### config.mk
export PLATFORM = sky130hd
export DESIGN_NAME = chacha_round_ctrl
export DESIGN_NICKNAME = d
export VERILOG_FILES = /design/src/rtl/chacha_round_ctrl.sv
export SDC_FILE = /design/constraint.sdc
export NUM_CORES = 1
export LEC_CHECK = 0
export CAP_MARGIN = 15
export CORE_MARGIN = 2
export CORE_UTILIZATION = 46
export DETAILED_ROUTE_END_ITERATION = 10
export PLACE_DENSITY = 0.75
export SETUP_SLACK_MARGIN = 0.3
export SLEW_MARGIN = 40
export SYNTH_ARGS = -nofsm -noshare
export SYNTH_HDL_FRONTEND = slang
export SYNTH_SLANG_ARGS = --single-unit
### constraint.sdc
create_clock -name clk -period 6.25 [get_ports clk]
set_input_delay 1.5625 -clock clk [delete_from_list [all_inputs] [get_ports clk]]
set_output_delay 1.5625 -clock clk [all_outputs]
set_load 0.05 [all_outputs]
### src/rtl/chacha_round_ctrl.sv
// ChaCha round sequencer: 16-word working store driving an external quarter-round.
// Define CHACHA_FINAL_ADD_EN to build the input snapshot and feed-forward FINAL phase.
module chacha_round_ctrl #(
   parameter int ROUNDS = 20
) (
   input  logic        clk,
   input  logic        rst,
   input  logic        wr_en,
   input  logic [3:0]  wr_addr,
   input  logic [31:0] wr_data,
   input  logic        start,
   output logic        busy,
   output logic        done,
   input  logic [3:0]  rd_addr,
   output logic [31:0] rd_data,
   output logic [1:0]  qr_sel,
   output logic [31:0] qr_a,
   output logic [31:0] qr_b,
   output logic [31:0] qr_c,
   output logic [31:0] qr_d,
   input  logic [31:0] qr_a_res,
   input  logic [31:0] qr_b_res,
   input  logic [31:0] qr_c_res,
   input  logic [31:0] qr_d_res
);

   localparam int DRW = (ROUNDS / 2 > 1) ? $clog2(ROUNDS / 2) : 1;
   localparam logic [DRW-1:0] DR_LAST = DRW'(ROUNDS / 2 - 1);

`ifdef CHACHA_FINAL_ADD_EN
   typedef enum logic [1:0] {IDLE, ROUND, FINAL} state_t;
`else
   typedef enum logic [1:0] {IDLE, ROUND} state_t;
`endif

   state_t state, state_next;

   logic [31:0]    w [16];
   logic [1:0]     sub;
   logic [2:0]     grp;
   logic [DRW-1:0] dr;
   logic [3:0]     ia, ib, ic, id;
   logic           round_last;
   logic           finish;

`ifdef CHACHA_FINAL_ADD_EN
   logic [31:0]    orig [16];
   logic [3:0]     k;
`endif

   // Groups 0-3 are columns; 4-7 are diagonals, rotating b/c/d rows by 1/2/3.
   always_comb begin
      ia = {2'b00, grp[1:0]};
      ib = {2'b01, grp[1:0]};
      ic = {2'b10, grp[1:0]};
      id = {2'b11, grp[1:0]};
      if (grp[2]) begin
         ib = {2'b01, grp[1:0] + 2'd1};
         ic = {2'b10, grp[1:0] + 2'd2};
         id = {2'b11, grp[1:0] + 2'd3};
      end
   end

   always_ff @(posedge clk) begin
      if (rst) state <= IDLE;
      else     state <= state_next;
   end

   always_comb begin
      state_next = state;
      round_last = (state == ROUND) && (sub == 2'd3) && (grp == 3'd7) && (dr == DR_LAST);
      finish     = 1'b0;
      case (state)
         IDLE:  if (start) state_next = ROUND;
         ROUND: begin
            if (round_last) begin
`ifdef CHACHA_FINAL_ADD_EN
               state_next = FINAL;
`else
               state_next = IDLE;
               finish     = 1'b1;
`endif
            end
         end
`ifdef CHACHA_FINAL_ADD_EN
         FINAL: begin
            if (k == 4'd15) begin
               state_next = IDLE;
               finish     = 1'b1;
            end
         end
`endif
         default: state_next = IDLE;
      endcase
   end

   always_comb begin
      busy    = (state != IDLE);
      qr_sel  = sub;
      qr_a    = w[ia];
      qr_b    = w[ib];
      qr_c    = w[ic];
      qr_d    = w[id];
      rd_data = w[rd_addr];
   end

   // Word store and counters; done is registered so it lands in the first IDLE cycle.
   always_ff @(posedge clk) begin
      if (rst) begin
         for (int i = 0; i < 16; i++) w[i] <= '0;
`ifdef CHACHA_FINAL_ADD_EN
         for (int i = 0; i < 16; i++) orig[i] <= '0;
         k <= '0;
`endif
         sub  <= '0;
         grp  <= '0;
         dr   <= '0;
         done <= 1'b0;
      end else begin
         done <= finish;
         case (state)
            IDLE: begin
               if (wr_en) w[wr_addr] <= wr_data;
               if (start) begin
                  sub <= '0;
                  grp <= '0;
                  dr  <= '0;
`ifdef CHACHA_FINAL_ADD_EN
                  k   <= '0;
                  for (int i = 0; i < 16; i++) orig[i] <= w[i];
                  if (wr_en) orig[wr_addr] <= wr_data;
`endif
               end
            end
            ROUND: begin
               w[ia] <= qr_a_res;
               w[ib] <= qr_b_res;
               w[ic] <= qr_c_res;
               w[id] <= qr_d_res;
               sub   <= sub + 2'd1;
               if (sub == 2'd3) begin
                  grp <= grp + 3'd1;
                  if (grp == 3'd7) dr <= dr + 1'b1;
               end
            end
`ifdef CHACHA_FINAL_ADD_EN
            FINAL: begin
               w[k] <= w[k] + orig[k];
               k    <= k + 4'd1;
            end
`endif
            default: ;
         endcase
      end
   end

endmodule

==> flow_summary.json, run 1 <==
{
  "status": "completed",
  "cts_tree": "done",
  "drc": 0,
  "setup.worst_path.end": "qr_d[11]",
  "clock_latency_ns": 0.61,
  "hold_buffers": 0,
  "crit_arrival_ns": 3.99,
  "synth_top_area_share_pct": 52.8,
  "drt_first_pass_iters": 6,
  "yosysSeqAreaShare_pct": 53.7,
  "finalHoldViolCount": 0,
  "grt_max_degree": 133,
  "wl_per_cell_um": 33.1,
  "grt_pass1_vias": 20952,
  "cts_root_buffer": "clkbuf_16",
  "synth_compound_area_share_pct": 14.6,
  "slew_violations": 0,
  "cpLargestDelayFamily": "buffers and inverters",
  "whs_path_depth": 2,
  "p_leak_nw": 11.6,
  "drive_gt1_share_pct": 25.0,
  "met2_length_mm": 45.8,
  "setup_viol": 0,
  "synthFlopType": "edfxtp_1",
  "fp.dieH_um": 256,
  "worst_pin_slew_ns": 0.897,
  "synth_most_common_cell": "edfxtp_1",
  "coreArea_um2": 62900,
  "regToRegEndpoint": "w[13][4]",
  "ys_ff_latch": 525,
  "synth_adder_area_share_pct": 0.215,
  "synth_xor_area_share_pct": 0.172,
  "critPathKind": "reg -> out",
  "numCtsBuffers": 52,
  "synth_top_family_by_area": "multiplexers",
  "cpMaxStageDelayCell": "dfxtp_1",
  "gr-total-overflow": 0,
  "grt_usage_pct": 29.7,
  "place.detailed.hpwl_mm": 66.4,
  "fp-row-count": 92,
  "required_ns": 4.69,
  "synthTopCellsByCount": "edfxtp_1 (512), mux4_2 (253), o2bb2ai_1 (158), nor3_1 (133), buf_2 (131)",
  "ios": 336,
  "async_flop_share_pct": 0,
  "htreeDepth": 2,
  "crit_path_end_kind": "output pin",
  "min_path_type": "reg -> reg",
  "powerDensity_nw_per_um2": 253,
  "timing.rr.start": "grp[1]",
  "clock_path_buffers": 3,
  "layoutNonFillerInstCount": 3001,
  "finalPower_mw": 8.84,
  "routabilityCongestion": 0.908,
  "reg2reg_setup_slack_ns": 2.91,
  "crit_chain": "ha_1, a21oi_4, buf_4, mux4_2, clkdlybuf4s50_1",
  "crit_buf_inv": 2,
  "r2r_cells": 6,
  "cpPeakStageDelay_ns": 0.78,
  "num_vias": 21669,
  "cap_violations": 0,
  "dp.cells": 2899,
  "layout.nets": 2284,
  "startpoint": "grp[1]",
  "synthSimpleGateAreaFrac_pct": 4.12,
  "antenna_found_initial": 21,
  "clk_pin_slew_ns": 0.06,
  "synth_edf_count": 512,
  "netlist_instances": 1862,
  "drtIter0Drc": 3598,
  "synth_area_leaders": "edfxtp_1 (53%), mux4_2 (20%), o2bb2ai_1 (4.8%), o32ai_1 (3.6%), a32o_1 (3.3%)",
  "drtAntennaViolNets": 0,
  "die_area_um2": 65300,
  "synth.mux.area_fraction_pct": 22.5,
  "crit_path_max_fanout": 16,
  "met3_length_mm": 14.4,
  "routed.top_layer": "met5",
  "finalClockSkew_ns": 0.00983,
  "clock_sinks": 525,
  "yosys_warnings": 0,
  "cts_resized": 0,
  "io_buffers": 335,
  "synth_top_cell_by_area": "edfxtp_1",
  "wl_met1_mm": 35.4,
  "grt_first_pass_wirelength_mm": 144,
  "fmax_ghz": 0.180,
  "fin_setup_tns_ns": 0,
  "wl_mm": 99.3,
  "cp-start-kind": "flip-flop",
  "syn_nets": 2039,
  "die_x_um": 256,
  "rsz0062_at_grt": "false",
  "vias_per_cell": 7.22,
  "area_growth_pct": 20.1,
  "max-slew-margin-rel_pct": 40.2,
  "period_share_pct": 88.9,
  "syn-cell-area_um2": 29100,
  "irDropWorstVdd_v": 0.000217,
  "cp.depth": 5,
  "initial_core_util_pct": 46.3,
  "fin_crit_ns": 5.56,
  "post_cts_buffers": 0,
  "synth_cell_types": 55,
  "avgSynthCellArea_um2": 15.6
}
-- layout by cell type, fill, tap and decap left out, types with 4 or more instances in the layout --
cell               n
edfxtp_1         512
clkdlybuf4s50_1  308
mux4_2           253
o2bb2ai_1        158
nor3_1           133
buf_4            127
o32ai_1          121
a32o_1            97
a22oi_1           64
clkbuf_16         54
inv_1             37
nand2_1           36
mux2_2            33
mux2i_1           31
clkinv_1          15
clkbuf_1          12
nor2_1             9
dfxtp_1            9
o21ai_2            8
o32ai_2            8
clkinv_2           8
nor3b_1            7
diode_2            5
mux2i_4            5
nand4_1            5
nand3_1            5
a21oi_1            5
ha_1               5
bufinv_16          5
nor2b_1            4
nand2b_1           4
a211o_1            4
o211ai_1           4
buf_6              4
-- where the power goes --
| group | internal [mW] | switching (mW) | leakage, nW |
|---|---|---|---|
| clock | 1.78 | 1.35 | 0.812 |
| sequential | 4.04 | 0.0868 | 5.42 |
| combinational | 0.565 | 1.01 | 5.35 |
-- worst min-delay path by stage --
stage                     startpoint    end  slack [ns]
after CTS                      dr[3]  dr[3]        0.50
after detailed placement       dr[3]  dr[3]        0.49
after global placement         dr[3]  dr[3]        0.48
after global routing           dr[3]  dr[3]        0.52
final                          dr[3]  dr[3]        0.50
after floorplan                dr[3]  dr[3]        0.46
-- logic make-up after synthesis --
kind of cell               Yosys count
xor gates and xnor gates             4
DFF                                525
AOI/OAI and AO/OA                  483
and+or+nand+nor                    230
adders and majority gates            5
muxes                              328
buffers and inverters              287
-- layer usage --
layer / track usage, % / up-vias
li1: - / 8615
met1: 40.5 / 11010
met2: 45.7 / 1792
met3: 9.58 / 220
met4: 9.18 / 32
met5: 0 / -
-- metrics by stage --
step                      area, um2  utilization (%)  worst slack [ns]  hold slack (ns)
final                         35000             55.6             0.694            0.499
after global routing          35000             55.6             0.632            0.519
after CTS                     35000             55.6             0.744            0.501
after detailed placement      33300             53.0             0.810            0.487
after global placement        33200             52.9             0.842            0.476
after floorplan               29100                -             0.892            0.461
-- state kept, by name, summed over array words and instances (netlist names), named ones only --
name,cells
grp,3
done,1
dr,4
state,1
w,512
qr_sel,2
-- worst reg2reg max path, delay by kind of cell, from the launching register on --
kind	cells	cell delay (ns)
simple gates	1	0.25
fa+ha+maj	1	0.48
compound gates	2	0.84
buf+inv	2	0.71
flops	1	0.78
-- cell type report --
type | instances | area [um2]
multi-input cells | 1050 | 12300
repair buffers | 441 | 4120
diodes | 5 | 12.5
fillers | 4928 | 27900
well taps | 846 | 1060
flip-flops and latches | 525 | 15600
inverters | 37 | 139
clock buffers | 66 | 1400
clock inverters | 31 | 278
No activity file was read; power rests on OpenSTA's default activity.
==> run 2: changes to the inputs <==
--- a/config.mk
+++ b/config.mk
@@ -15,3 +15,4 @@
 export SYNTH_ARGS = -nofsm -noshare
 export SYNTH_HDL_FRONTEND = slang
 export SYNTH_SLANG_ARGS = --single-unit
+export TNS_END_PERCENT = 10
==> results of run 2 <==
Final layout, timing and power as in run 1 (identical DEF).
==> run 3: changes to the inputs <==
--- a/config.mk
+++ b/config.mk
@@ -6,10 +6,12 @@
 export NUM_CORES = 1
 export LEC_CHECK = 0
 export CAP_MARGIN = 15
+export CELL_PAD_IN_SITES_DETAIL_PLACEMENT = 1
+export CELL_PAD_IN_SITES_GLOBAL_PLACEMENT = 2
 export CORE_MARGIN = 2
-export CORE_UTILIZATION = 46
+export CORE_UTILIZATION = 41
 export DETAILED_ROUTE_END_ITERATION = 10
-export PLACE_DENSITY = 0.75
+export PLACE_DENSITY = 0.87
 export SETUP_SLACK_MARGIN = 0.3
 export SLEW_MARGIN = 40
 export SYNTH_ARGS = -nofsm -noshare
==> run 3 against run 2 <==
Register-to-register slack gained 0.35 ns. Non-clock buffer count down 9. Routed wire length grew 10%. Sequential share of layout area decreased by 0.30 points.
==> flow_summary.json, run 3 (synthesis results as in run 1) <==
{
  "fp.dieH_um": 270,
  "status": "completed",
  "p_int_mw": 6.37,
  "area_growth_pct": 20.9,
  "die_area_um2": 73200,
  "drive_gt1_share_pct": 26.0,
  "nFillCells": 6787,
  "placed_area_um2": 33500,
  "layout_commonest_cell": "edfxtp_1",
  "crit_arrival_ns": 4.01,
  "clock_latency_ns": 0.63,
  "fin_area_um2": 35200,
  "fmax_ghz": 0.180,
  "grt_pass1_vias": 21853,
  "die_x_um": 270,
  "vias_per_cell": 7.03,
  "crit_path_max_fanout": 15,
  "htreeDepth": 2,
  "setup_viol": 0,
  "critPathKind": "reg -> out",
  "drc": 0,
  "antenna_found_initial": 8,
  "num_vias": 21729,
  "routabilityCongestion": 0.885,
  "rsz0062_at_grt": "false",
  "p_seq_share_pct": 46.1,
  "fin_crit_ns": 5.57,
  "finalHoldViolCount": 0,
  "drtAntennaViolNets": 0,
  "clk_pin_slew_ns": 0.06,
  "cts_root_buffer": "clkbuf_16",
  "wl_mm": 110,
  "max-slew-margin-rel_pct": 42.9,
  "fp-row-count": 97,
  "min_path_type": "reg -> reg",
  "cp-start-kind": "flip-flop",
  "crit_path_end_kind": "output pin",
  "multiInputGateArea_um2": 12400,
  "worst_pin_slew_ns": 0.839,
  "ios": 336,
  "irDropWorstVdd_v": 0.000193,
  "period_share_pct": 89.1,
  "slew_violations": 0,
  "p_leak_nw": 11.5,
  "io_buffers": 335,
  "fin_setup_tns_ns": 0,
  "hold_buffers": 0,
  "cts_tree": "done",
  "grt_usage_pct": 29.4,
  "largest_register_ffs": 512,
  "register_area_um2": 15600,
  "powerDensity_nw_per_um2": 255,
  "layout_common_cells": "edfxtp_1 (512), clkdlybuf4s50_1 (303), mux4_2 (253)",
  "wl_per_cell_um": 35.4,
  "place.detailed.hpwl_mm": 73.3,
  "cap_violations": 0,
  "drtIter0Drc": 3187,
  "drt_first_pass_iters": 6,
  "numCtsBuffers": 55,
  "coreArea_um2": 70100,
  "comb_power_share_pct": 18.0,
  "clock_path_buffers": 3,
  "fin_util_pct": 50.2,
  "reg_top3": "w (512), dr (4), grp (3)",
  "finalPower_mw": 8.97,
  "initial_core_util_pct": 41.5,
  "post_cts_buffers": 0,
  "grt_first_pass_wirelength_mm": 159,
  "finalClockSkew_ns": 0.0243,
  "p_sw_mw": 2.60,
  "layout.nets": 2278,
  "cts_resized": 0,
  "required_ns": 4.69,
  "power.share.clock_pct": 35.9,
  "top_register": "w",
  "gr-total-overflow": 0,
  "grt_max_degree": 109,
  "p_sw_share_pct": 29.0,
  "clock_sinks": 525
}
[run 3: layout make-up]
cell class	count	area share (%)
Clock inverter	35	0.764
Timing Repair Buffer	432	11.6
Tap cell	940	3.34
Inverter	37	0.394
Multi-Input combinational cell	1050	35.3
Clock buffer	66	4.09
Sequential cell	525	44.4
Antenna cell	6	0.0426
[run 3: worst max-delay path, cell delays in order, from the launching register on]
cell             delay (ns)
dfxtp_1                0.79
ha_1                   0.50
a21oi_4                0.58
buf_4                  0.34
mux4_2                 0.42
clkdlybuf4s50_1        0.74
[run 3: routing by layer]
layer  global-route usage, %  wire length [um]  vias to the layer above
met5                       0                46                        -
met4                    7.89              3070                        6
met3                    5.91             12100                      171
met2                    46.4             51900                     1497
met1                    41.6             42400                    11438
li1                        -                 -                     8617
[run 3: power groups by stage]
stage          clock network (mW)  logic, mW  registers (mW)
6_report                     3.22       1.61            4.14
5_1_grt                      3.35       1.66            4.15
4_1_cts                      3.23       1.60            4.13
3_5_place_dp                    0       1.59            4.21
3_3_place_gp                    0       1.56            4.18
2_1_floorplan                   0      0.915            4.17
[run 3: metrics by stage]
stage,setup slack (ns),hold WS (ns),std cells
final,0.681,0.538,3091
after floorplan,0.892,0.461,1862
after CTS,0.705,0.538,3085
after detailed placement,1.04,0.506,2984
after global placement,1.07,0.474,2983
after global routing,0.576,0.550,3089
[run 3: final timing paths]
kind / from / to / slack, ns / depth (start not counted)
hold reg to reg: dr[0] / dr[0] / 0.54 / 2
setup reg to reg: grp[1] / w[12][17] / 3.26 / 6
hold / removal: dr[0] / dr[0] / 0.54 / 2
setup / recovery: grp[1] / qr_d[18] / 0.68 / 5
